## config.mk

```make
export PLATFORM = sky130hd
export DESIGN_NAME = fetch_stage
export DESIGN_NICKNAME = d
export VERILOG_FILES = /design/src/rtl/fetch_pkg.sv /design/src/rtl/fetch_fifo.sv /design/src/rtl/fetch_stage.sv
export SDC_FILE = /design/constraint.sdc
export NUM_CORES = 1
export LEC_CHECK = 0
export BUFFER_PORTS_ARGS = -buffer_cell sky130_fd_sc_hd__buf_2
export CAP_MARGIN = 25
export CORE_MARGIN = 2
export CORE_UTILIZATION = 30
export DETAILED_ROUTE_END_ITERATION = 7
export SLEW_MARGIN = 20
export SYNTH_ARGS = -nofsm -noshare
export SYNTH_HDL_FRONTEND = slang
export SYNTH_HIERARCHICAL = 1
export SYNTH_SLANG_ARGS = --single-unit
```

## constraint.sdc

```tcl
create_clock -name clk -period 8.7 [get_ports clk]
set_input_delay 0.87 -clock clk [delete_from_list [all_inputs] [get_ports clk]]
set_output_delay 0.87 -clock clk [all_outputs]
set_load 0.05 [all_outputs]
```

## src/rtl/fetch_pkg.sv

```systemverilog
// Shared types and constants for the instruction-fetch stage.
// The entry PC width is fixed at FETCH_XLEN; fetch_stage is meant to be built with XLEN == FETCH_XLEN.
package fetch_pkg;

    localparam int          FETCH_XLEN = 32;
    localparam logic [31:0] NOP_INSTR  = 32'h0000_0013;
    localparam logic [6:0]  OPCODE_JAL = 7'b1101111;

    typedef enum logic {
        FETCH = 1'b0,
        HALT  = 1'b1
    } fetch_state_e;

    typedef struct packed {
        logic [FETCH_XLEN-1:0] pc;
        logic [31:0]           instr;
        logic                  fault;
        logic                  pred_taken;
    } fetch_entry_t;

    // Sign-extended J-type immediate: imm[20|10:1|11|19:12] lives in instr[31:12].
    function automatic logic [31:0] jal_imm(input logic [31:0] instr);
        return {{11{instr[31]}}, instr[31], instr[19:12], instr[20], instr[30:21], 1'b0};
    endfunction

endpackage

```

## src/rtl/fetch_fifo.sv

```systemverilog
// Small synchronous FIFO of fetch entries with flush; head is read from registered storage
// and reads as all-zero while empty.
module fetch_fifo
    import fetch_pkg::*;
#(
    parameter int FIFO_DEPTH = 2
) (
    input  logic                        clk,
    input  logic                        rst_n,
    input  logic                        flush,
    input  logic                        push,
    input  logic                        pop,
    input  fetch_entry_t                din,
    output fetch_entry_t                head,
    output logic [$clog2(FIFO_DEPTH):0] count,
    output logic                        full,
    output logic                        empty
);

    localparam int AW = $clog2(FIFO_DEPTH);

    fetch_entry_t    mem [FIFO_DEPTH];
    logic [AW-1:0]   rd_ptr_reg;
    logic [AW-1:0]   wr_ptr_reg;
    logic [AW:0]     count_reg;
    logic            do_push;
    logic            do_pop;

    assign empty   = (count_reg == '0);
    assign full    = (count_reg == (AW+1)'(FIFO_DEPTH));
    assign count   = count_reg;
    assign do_pop  = pop && !empty;
    // A push into a full FIFO is fine when the head leaves on the same edge.
    assign do_push = push && (!full || do_pop) && !flush;

    always_ff @(posedge clk or negedge rst_n) begin
        if (!rst_n) begin
            rd_ptr_reg <= '0;
            wr_ptr_reg <= '0;
            count_reg  <= '0;
        end else if (flush) begin
            rd_ptr_reg <= '0;
            wr_ptr_reg <= '0;
            count_reg  <= '0;
        end else begin
            if (do_push) wr_ptr_reg <= wr_ptr_reg + AW'(1);
            if (do_pop)  rd_ptr_reg <= rd_ptr_reg + AW'(1);
            count_reg <= count_reg + (AW+1)'(do_push) - (AW+1)'(do_pop);
        end
    end

    for (genvar gi = 0; gi < FIFO_DEPTH; gi++) begin : g_entry
        always_ff @(posedge clk) begin
            if (do_push && (wr_ptr_reg == AW'(gi))) mem[gi] <= din;
        end
    end

    assign head = empty ? '0 : mem[rd_ptr_reg];

endmodule

```

## src/rtl/fetch_stage.sv

```systemverilog
// Instruction-fetch stage: owns the PC, captures imem words into a small FIFO for decode.
// Optional JAL predecode/redirect of the fetch PC is enabled with FETCH_JAL_PREDECODE_EN.
module fetch_stage
    import fetch_pkg::*;
#(
    parameter int              XLEN       = 32,
    parameter logic [XLEN-1:0] RESET_PC   = 32'h0000_0000,
    parameter int              FIFO_DEPTH = 2
) (
    input  logic            clk,
    input  logic            rst_n,
    output logic [XLEN-1:0] imem_addr,
    input  logic [31:0]     imem_rdata,
    input  logic            redirect_valid,
    input  logic [XLEN-1:0] redirect_pc,
    output logic            out_valid,
    input  logic            out_ready,
    output logic [XLEN-1:0] out_pc,
    output logic [31:0]     out_instr,
    output logic            out_fault,
    output logic            out_pred_taken
);

    fetch_state_e                state_reg, state_next;
    logic [XLEN-1:0]             pc_reg, pc_next;
    logic [XLEN-1:0]             seq_pc;
    logic                        fifo_full, fifo_empty;
    logic [$clog2(FIFO_DEPTH):0] fifo_count;
    fetch_entry_t                enq_entry, head_entry;
    logic                        enq, deq, aligned, pred_taken;

    assign aligned = (pc_reg[1:0] == 2'b00);
    assign deq     = !fifo_empty && out_ready;
    assign enq     = (state_reg == FETCH) && !redirect_valid && (!fifo_full || deq);

`ifdef FETCH_JAL_PREDECODE_EN
    assign pred_taken = aligned && (imem_rdata[6:0] == OPCODE_JAL);
    assign seq_pc     = pred_taken ? pc_reg + XLEN'($signed(jal_imm(imem_rdata)))
                                   : pc_reg + XLEN'(4);
`else
    // Stored pred_taken is constant 0, so its storage folds away.
    assign pred_taken = 1'b0;
    assign seq_pc     = pc_reg + XLEN'(4);
`endif

    always_comb begin
        enq_entry    = '0;
        enq_entry.pc = FETCH_XLEN'(pc_reg);
        if (aligned) begin
            enq_entry.instr      = imem_rdata;
            enq_entry.pred_taken = pred_taken;
        end else begin
            enq_entry.instr = NOP_INSTR;
            enq_entry.fault = 1'b1;
        end
    end

    always_comb begin
        state_next = state_reg;
        pc_next    = pc_reg;
        if (redirect_valid) begin
            state_next = FETCH;
            pc_next    = redirect_pc;
        end else if (enq) begin
            if (aligned) pc_next    = seq_pc;
            else         state_next = HALT;
        end
    end

    always_ff @(posedge clk or negedge rst_n) begin
        if (!rst_n) begin
            state_reg <= FETCH;
            pc_reg    <= RESET_PC;
        end else begin
            state_reg <= state_next;
            pc_reg    <= pc_next;
        end
    end

    fetch_fifo #(
        .FIFO_DEPTH(FIFO_DEPTH)
    ) u_fifo (
        .clk   (clk),
        .rst_n (rst_n),
        .flush (redirect_valid),
        .push  (enq),
        .pop   (out_ready),
        .din   (enq_entry),
        .head  (head_entry),
        .count (fifo_count),
        .full  (fifo_full),
        .empty (fifo_empty)
    );

    assign imem_addr      = pc_reg;
    assign out_valid      = (fifo_count != '0);
    assign out_pc         = XLEN'(head_entry.pc);
    assign out_instr      = head_entry.instr;
    assign out_fault      = head_entry.fault;
    assign out_pred_taken = head_entry.pred_taken;

endmodule

```

==> results of run 1 <==
per-stage QoR:
stage	total power, mW	cell area, sq um	utilization (%)	setup WS, ns	cells
after floorplan	1.88	7620	-	3.65	592
after global placement	2.13	8550	34.2	5.04	1035
after detailed placement	2.13	8550	34.2	4.99	1035
after CTS	2.87	9130	36.5	5.17	1067
after global routing	2.96	9150	36.5	5.06	1068
final	2.83	9150	36.6	5.22	1069
cells by family (layout without fill, tap and decap cells):
family	Yosys count	count (layout)	synth area share, %
simple gates	207	207	13.5
mux	70	70	9.25
compound gates	60	60	5.46
other cells	1	3	0.0493
flops	169	169	64.2
buf+inv	68	214	5.52
xor+xnor	13	13	1.50
fa+ha+maj	3	3	0.493
power groups by stage:
stage               Clock [mW]  Sequential, mW  Combinational [mW]
global placement             0            1.05                1.08
CTS                      0.750            1.03                1.08
finish                   0.730            1.03                1.07
detailed placement           0            1.05                1.08
floorplan                    0            1.00               0.880
global route             0.785            1.04                1.13
cell type report:
class / instances / area (sq um)
Tap cell: 330 / 413
Sequential cell: 169 / 4890
Inverter: 8 / 30.0
Multi-Input combinational cell: 355 / 2330
Timing Repair Buffer: 174 / 903
Antenna cell: 1 / 2.50
Clock inverter: 14 / 148
Fill cell: 2460 / 15900
Clock buffer: 18 / 429
cell usage after synthesis, types with 9 or more instances:
| cell type | n | area, sq um |
|---|---|---|
| and2_1 | 32 | 200 |
| buf_2 | 9 | 45.0 |
| buf_4 | 37 | 278 |
| clkbuf_1 | 12 | 45.0 |
| dfrtp_1 | 37 | 926 |
| edfxtp_1 | 132 | 3960 |
| mux2i_1 | 67 | 671 |
| nand2_1 | 36 | 135 |
| nand3_1 | 13 | 65.1 |
| nand4_1 | 12 | 75.1 |
| nor2_1 | 85 | 319 |
| o21ai_0 | 24 | 120 |
| xor2_1 | 9 | 78.8 |
how the worst max path moves through the flow:
stage,to,slack (ns)
finish,out_pc[27],5.22
floorplan,u_fifo/mem[0][0],3.65
global route,out_pc[21],5.06
CTS,out_pc[21],5.17
global placement,u_fifo/mem[0][39],5.04
detailed placement,u_fifo/mem[0][36],4.99
routing by layer:
layer / global-route usage, % / vias up / share of wire [%]
met5: 0 / - / 0
met4: 5.39 / 0 / 1.8
met3: 2.84 / 19 / 5.9
met2: 20.6 / 164 / 46
met1: 18.6 / 2391 / 47
li1: - / 2379 / -
worst max-delay path, delay by kind of cell (launching register included):
kind / cells / cell delay [ns]
buf+inv: 2 / 0.94
flops: 1 / 0.84
simple gates: 1 / 0.24
mux: 1 / 0.15
==> results.ini, run 1 <==
[critical_path]
critPathLaunchType=register
critical_path_arrival_ns=2.61
r2r_start=u_fifo/count[0]
worstSetupPathType=register to primary output
cp_slowest_cell=dfrtp_4
cp-startpoint=u_fifo/rd_ptr_reg
cpPeakStageDelay_ns=0.84
rr_endpoint=u_fifo/mem[0][49]
reg2regPathDepth=6
critPathMaxFanout=35
reg2reg_slack_ns=5.60
required_ns=7.83
path_cells=buf_4, mux2i_1, nor2_1, buf_2
endpoint_kind=primary output

[detailed_routing]
drt_wl_total_microns=17900
via_per_inst=4.63
drt_first_iter_violations=310
num_vias=4953
wl_per_cell_microns=16.8
ant_nets=0
detailedRoute.firstPassIterationCount=4
drc=0

[floorplanning]
die_x_microns=163
die_y_microns=163
rows=58
start_util_pct=30.4
io_pins=167
core_region_area_sq_mm=0.0250
die-area_sq_mm=0.0267

[pwr]
ir_worst_vdd_uv=133
clkPwrFrac_pct=25.8
p_comb_share_pct=37.7
power_leakage_nw=3.51
seqPwrFrac_pct=36.5
p_switching_mw=1.21
p_int_mw=1.62
power_switching_share_pct=42.7
p_per_area_mw_per_mm2=309

[logic_synthesis]
synth-seq-cells=169
syn-cell-area_sq_mm=0.00761
synth_cell_types=48
syn_avg_cell_area_sq_um=12.9
ys.warnings.count=6
ys_seq_area_share_pct=64.2
synth-edff-count=132
synthFlopType=edfxtp_1
syn_inst=591
synthArstFlopShare_pct=21.9

[place]
dp_hpwl_microns=11700
io_buffers=166
routabilityCongestion=0.762

[finish]
final_cell_mix=buf_2, edfxtp_1, nor2_1, mux2i_1
largest_register_ff_count=132
syn2layout_area_growth_pct=20.2
layout_commonest_cell=buf_2
layout-drive-gt1-share_pct=29.7
nets=796

[grt]
grt_antenna_before_repair=0
grt_max_degree=67
grt_pass1_wl_microns=27000
track_usage_pct=13.5
overflow=0
grt_pass1_vias=4833

[clock_network]
htreeDepth=4
cts_tree=done
clock_latency_ns=0.41
cts_sinks=169
clk_pin_slew_worst_paths_ns=0.06
cts-buffers-inserted=17
cts-resized-gates=0
cts_setup_buffers=0
clock-root-buffer=clkbuf_16
cts_buffer_depth=2
ctsHoldBuffers=0

[min_path]
hp-class=primary input to asynchronous set/reset pin

[timing]
fin_crit_ns=3.48
maxSlewHeadroom_pct=44.2
tightestPinTransition_ns=0.837
final_hold_viol_count=0
rsz0062_at_grt=no
fmax_mhz=287
fin_crit_sh_pct=40.0
finalSetupViolCount=0
timing.final.max_slew_violations=0
fin_setup_tns_ns=0
clock_skew_ns=0.00588
holdWs_ns=0.342

[status]
status=complete, no violations

[run]
maxCapViolations=0

Note: power is estimated with default switching activity, not from simulation.
==> run 2: changes to the inputs <==
--- a/config.mk
+++ b/config.mk
@@ -5,6 +5,7 @@
 export SDC_FILE = /design/constraint.sdc
 export NUM_CORES = 1
 export LEC_CHECK = 0
+export ABC_AREA = 1
 export BUFFER_PORTS_ARGS = -buffer_cell sky130_fd_sc_hd__buf_2
 export CAP_MARGIN = 25
 export CORE_MARGIN = 2
==> constraint.sdc (replaced) <==
create_clock -name clk -period 3.1 [get_ports clk]
set_input_delay 0.31 -clock clk [delete_from_list [all_inputs] [get_ports clk]]
set_output_delay 0.31 -clock clk [all_outputs]
set_load 0.05 [all_outputs]
==> results.ini, run 2 <==
[clock_network]
cts-resized-gates=0  ; unchanged
cts_tree=done
clock_latency_ns=0.43  ; +0.02 ns
cts_buffer_depth=2  ; unchanged
clk_pin_slew_worst_paths_ns=0.08  ; +0.02 ns
clock-root-buffer=clkbuf_16
cts_sinks=169  ; unchanged
htreeDepth=4  ; unchanged
cts-buffers-inserted=17  ; unchanged

[logic_synthesis]
synth_cell_types=37  ; -23%
synth.area.top_cells=edfxtp_1, nand2_1, dfrtp_1, nor2_1, buf_4
syn-cell-area_sq_mm=0.00821  ; +7.9%
yosysTopAreaCell=edfxtp_1
syn_inst=852  ; +44%
synthArstFlopShare_pct=21.9  ; unchanged
netlist.area_leader.share_pct=48.3  ; -3.8 points
synth-seq-cells=169  ; unchanged
ys_seq_area_share_pct=59.5  ; -4.7 points
ys.warnings.count=6  ; unchanged
synth_common_cells=nand2_1, edfxtp_1, nor2_1
yosysMostFrequentCell=nand2_1
synth-edff-count=132  ; unchanged
syn_avg_cell_area_sq_um=9.64  ; -25%
synthFlopType=edfxtp_1

[grt]
grt_max_degree=68  ; +1.5%
grt_pass1_vias=5777  ; +20%
overflow=0  ; unchanged
grt_antenna_before_repair=0  ; unchanged
track_usage_pct=14.7  ; +1.3 points
grt_pass1_wl_microns=32300  ; +20%

[finish]
antenna_cells=0  ; -1
nets=1055  ; +33%
layout_commonest_cell=nand2_1
layout-drive-gt1-share_pct=27.0  ; -2.7 points
final_cell_mix=nand2_1, buf_2, edfxtp_1, nor2_1, inv_1
n_fill_cell=2761  ; +12%
largest_register_ff_count=132  ; unchanged
syn2layout_area_growth_pct=19.1
fin_cells=1338  ; +25%
finish.instance_area_sq_mm=0.00978  ; +6.9%

[critical_path]
critPathLaunchType=register
required_ns=2.79  ; -5.04 ns
cp_slowest_cell=buf_4
worstSetupPathType=register to primary output
endpoint_kind=primary output
cpPeakStageDelay_ns=0.59  ; -0.25 ns
cp_top_family=buffers and inverters
cp_num_buf_inv=2  ; unchanged
path_cells=buf_4, nand2_1, a21oi_1, buf_2
critPathMaxFanout=53  ; +51%
critical_path_arrival_ns=2.23  ; -0.38 ns

[floorplanning]
die_x_microns=169  ; +3.8%
die_y_microns=169  ; +3.8%
die-area_sq_mm=0.0287  ; +7.7%
io_pins=167  ; unchanged
start_util_pct=30.5  ; +0.073 points
core_region_area_sq_mm=0.0270  ; +7.6%
rows=60  ; +3.4%

[timing]
timing.final.max_slew_violations=0  ; unchanged
rsz0062_at_grt=no
clock_skew_ns=0.0121  ; +0.00624 ns
fin_crit_sh_pct=82.0
tightestPinTransition_ns=0.961  ; +0.124 ns
fin_setup_tns_ns=0  ; unchanged
fin_crit_ns=2.54
final_hold_viol_count=0  ; unchanged
fmax_mhz=393
finalSetupViolCount=0  ; unchanged
maxSlewHeadroom_pct=35.9  ; -8.3 points

[detailed_routing]
drt_wl_total_microns=21100  ; +18%
ant_nets=0  ; unchanged
drt_first_iter_violations=453  ; +46%
num_vias=6083  ; +23%
drc=0  ; unchanged
wl_per_cell_microns=15.8  ; -5.9%
detailedRoute.firstPassIterationCount=5  ; +1
via_per_inst=4.55  ; -1.9%

[place]
io_buffers=166  ; unchanged
routabilityCongestion=0.844  ; +11%
dp_cells=1304  ; +26%
dp_hpwl_microns=14100  ; +21%
placed_cell_area_sq_mm=0.00909  ; +6.3%

[pwr]
ir_worst_vdd_uv=382  ; +190%
p_per_area_mw_per_mm2=900  ; +190%
power_leakage_nw=4.25  ; +21%

[min_path]
hp-class=primary input to register

[run]
maxCapViolations=0  ; unchanged

[status]
status=complete, no violations

run 2: cell count changes after synthesis, sizes merged, moves of 9 or more:
cell	previous run	this run
nand2	36	279
inv	8	76
a21oi	8	75
mux2i	67	1
nand3	13	48
and2	32	0
buf	48	63
o21ai	24	12
clkbuf	12	2
nor2	85	95
nand4	13	4
run 2: routing by layer:
layer | vias up | wire [microns] | track usage [%] | share of wire, %
li1 | 3016 | - | - | -
met1 | 2885 | 9850 | 19.9 | 47
met2 | 171 | 10100 | 24.5 | 48
met3 | 11 | 1010 | 3.10 | 4.8
met4 | 0 | 157 | 3.16 | 0.74
met5 | - | 0 | 0 | 0
run 2: kinds of logic after synthesis:
group	synth area share (%)
AOI/OAI and AO/OA	6.90
adders and majority gates	0.457
xor gates and xnor gates	0.746
DFF	59.5
muxes	0.122
and+or+nand+nor	22.6
other	0.0457
buffers and inverters	9.60
run 2: final timing paths:
check / start / end / slack, ns / cells past startpoint
hold / removal: redirect_pc[15] / imem_addr[15] / 0.09 / 3
setup reg to reg: u_fifo/count[1] / u_fifo/mem[0][43] / 0.81 / 8
hold reg to reg: imem_addr[1] / u_fifo/mem[1][35] / 0.57 / 0
setup / recovery: u_fifo/rd_ptr_reg / out_pc[30] / 0.56 / 4
min in group asynchronous: rst_n / imem_addr[12] / 0.31 / 2
max in group asynchronous: rst_n / u_fifo/rd_ptr_reg / 2.31 / 3
run 2: report_power, final:
part	internal [mW]	switching, mW
registers	2.74	0.241
logic	0.707	2.75
clock network	1.39	0.977
run 2: repair_timing:
item                      4_1_cts  5_1_grt
buffers inserted                0        0
hold endpoints to repair        0       11
hold buffers                    0        1
run 2: per-stage QoR:
stage	worst slack (ns)	total power [mW]	util [%]	hold WS, ns
after floorplan	0.268	5.81	-	0.0144
after global placement	0.829	6.51	33.7	0.507
after detailed placement	0.793	6.54	33.7	0.512
after CTS	0.487	8.93	36.2	0.0437
after global routing	0.354	9.24	36.3	0.0948
final	0.557	8.80	36.3	0.0900
run 2: worst min-delay path, delay by kind of cell:
kind                   cells  cell delay (ns)
buffers and inverters      1             0.08
AND/OR/NAND/NOR            2             0.10
run 2: cell type report:
type	instances	area [sq um]	share of cell area [%]
Clock buffer	17	425	4.35
Clock inverter	15	233	2.38
Timing Repair Buffer	177	953	9.75
Inverter	77	299	3.06
Multi-Input combinational cell	542	2550	26.1
Sequential cell	169	4890	50.0
Tap cell	341	427	4.36
==> run 3: changes to the inputs <==
--- a/config.mk
+++ b/config.mk
@@ -5,7 +5,7 @@
 export SDC_FILE = /design/constraint.sdc
 export NUM_CORES = 1
 export LEC_CHECK = 0
-export ABC_AREA = 1
+export ABC_AREA = 0
 export BUFFER_PORTS_ARGS = -buffer_cell sky130_fd_sc_hd__buf_2
 export CAP_MARGIN = 25
 export CORE_MARGIN = 2
==> constraint.sdc (replaced) <==
create_clock -name clk -period 2.2 [get_ports clk]
set_input_delay 0.22 -clock clk [delete_from_list [all_inputs] [get_ports clk]]
set_output_delay 0.22 -clock clk [all_outputs]
set_load 0.05 [all_outputs]
==> results.ini, run 3 (synthesis gave the netlist of run 1 again) <==
[critical_path]
worstSetupPathType=register to register
critPathLaunchType=register
critPathMaxFanout=13  ; -75%
endpoint_kind=register
required_ns=2.49  ; -0.30 ns
critical_path_arrival_ns=2.38  ; +0.15 ns

[finish]
antenna_cells=0  ; unchanged
layout-drive-gt1-share_pct=32.0  ; +5.0 points
syn2layout_area_growth_pct=24.7
final_cell_mix=buf_2, edfxtp_1, nor2_1, mux2i_1
fin_cells=1099  ; -18%
fin_util_pct=37.9  ; +1.6 points
nets=827  ; -22%
largest_register_ff_count=132  ; unchanged
finish.instance_area_sq_mm=0.00949  ; -3.0%
layout_commonest_cell=buf_2

[status]
status=complete, no violations

[pwr]
p_int_mw=6.66  ; +38%
power_mw=11.5  ; +31%
clkPwrFrac_pct=26.4  ; -0.5 points
power_switching_share_pct=42.1  ; -3.0 points
seqPwrFrac_pct=34.4  ; +0.6 points
p_comb_share_pct=39.3  ; about the same
p_switching_mw=4.83  ; +22%
p_per_area_mw_per_mm2=1210  ; +35%
ir_worst_vdd_uv=649  ; +70%
power_leakage_nw=3.71  ; -13%

[detailed_routing]
num_vias=5069  ; -17%
drc=0  ; unchanged
drt_wl_total_microns=18300  ; -13%
dr_wl_met2_microns=8640  ; -14%
wl_met1_microns=8490  ; -14%
ant_nets=0  ; unchanged
dr_wl_met3_microns=981  ; -2.7%
drt_first_iter_violations=426  ; -6.0%
detailedRoute.firstPassIterationCount=5  ; unchanged
top_layer_used=met4
via_per_inst=4.61  ; +1.5%
wl_per_cell_microns=16.7  ; +5.8%

[floorplanning]
start_util_pct=30.4  ; -0.073 points
die-area_sq_mm=0.0267  ; -7.2%
rows=58  ; -3.3%
core_region_area_sq_mm=0.0250  ; -7.1%
io_pins=167  ; unchanged
die_x_microns=163  ; -3.6%
die_y_microns=163  ; -3.6%

[grt]
grt_pass1_vias=4900  ; -15%
grt_max_degree=67  ; -1.5%
track_usage_pct=13.9  ; -0.82 points
overflow=0  ; unchanged
grt_antenna_before_repair=0  ; unchanged
grt_pass1_wl_microns=27900  ; -14%

[timing]
fin_ws_ns=0.113  ; -0.444 ns
final_hold_viol_count=0  ; unchanged
holdWs_ns=0.0222  ; -0.0678 ns
tightestPinTransition_ns=0.682  ; -0.279 ns
fin_crit_ns=2.09
fmax_mhz=479
rsz0062_at_grt=yes
finalSetupViolCount=0  ; unchanged
fin_setup_tns_ns=0  ; unchanged
maxSlewHeadroom_pct=54.5  ; +19 points
clock_skew_ns=0.0116  ; -0.000495 ns
timing.final.max_slew_violations=0  ; unchanged
fin_crit_sh_pct=94.8

[clock_network]
cts_sinks=169  ; unchanged
clk_pin_slew_worst_paths_ns=0.07  ; about the same
cts-buffers-inserted=17  ; unchanged
htreeDepth=4  ; unchanged
clock_latency_ns=0.42  ; about the same
cts_buffer_depth=2  ; unchanged
clock-root-buffer=clkbuf_16
cts_tree=done

[place]
pre_cts_ws_ns=0.0113  ; -0.781 ns
placed_cell_area_sq_mm=0.00879  ; -3.3%
io_buffers=166  ; unchanged
dp_cells=1058  ; -19%
routabilityCongestion=0.781  ; -7.4%
dp_hpwl_microns=12200  ; -13%

[min_path]
hp-class=primary input to register

[run]
maxCapViolations=0  ; unchanged

==> run 3: changes by cell type in the layout (fill, tap and decap cells not counted), moves of 32 or more <==
cell,change
a21oi_1,-45
and2_1,+32
inv_1,-63
mux2i_1,+66
nand2_1,-235
nand3_1,-35
==> run 3: critical path, cell delays in order (launching register included) <==
cell and delay (ns):
dfrtp_1 0.45, nor2b_1 0.38, a2111o_1 0.42, buf_4 0.27, buf_4 0.15, a21oi_1 0.03
o21ai_0 0.15, o311ai_1 0.12
==> run 3: worst paths after layout <==
path | startpoint | endpoint | slack [ns] | cells after the start
hold / removal | redirect_pc[14] | imem_addr[14] | 0.02 | 3
hold reg to reg | u_fifo/wr_ptr_reg | u_fifo/wr_ptr_reg | 0.55 | 1
setup / recovery | u_fifo/count[0] | imem_addr[21] | 0.11 | 7
min in group asynchronous | rst_n | imem_addr[3] | 0.37 | 2
setup reg to reg | u_fifo/count[0] | imem_addr[21] | 0.11 | 7
max in group asynchronous | rst_n | imem_addr[30] | 1.18 | 3
==> run 3: cell type report <==
class | instances | area, sq um
well taps | 330 | 413
fillers | 2467 | 15500
clock buffers | 21 | 470
flip-flops and latches | 169 | 4890
repair buffers | 205 | 1200
inverters | 8 | 30.0
multi-input cells | 355 | 2340
clock inverters | 11 | 134
==> run 3: what timing repair did <==
item | CTS | global route
gates resized for setup | 1 | 2
setup buffers | 2 | 0
setup endpoints to repair | 67 | 16
pin swaps | 1 | 0
hold buffers | 7 | 0
hold endpoints to repair | 31 | 0
==> run 3: layer usage <==
| metal | track usage (%) | vias up |
|---|---|---|
| met3 | 2.95 | 14 |
| met5 | 0 | - |
| li1 | - | 2437 |
| met1 | 19.2 | 2468 |
| met2 | 22.1 | 150 |
| met4 | 4.26 | 0 |
==> run 3: power by group through the flow <==
stage	logic (mW)	clock network, mW	registers (mW)
6_report	4.51	3.03	3.95
5_1_grt	4.80	3.24	3.98
4_1_cts	4.58	3.13	3.95
3_5_place_dp	4.55	0	4.02
3_3_place_gp	4.53	0	4.01
2_1_floorplan	3.53	0	3.96
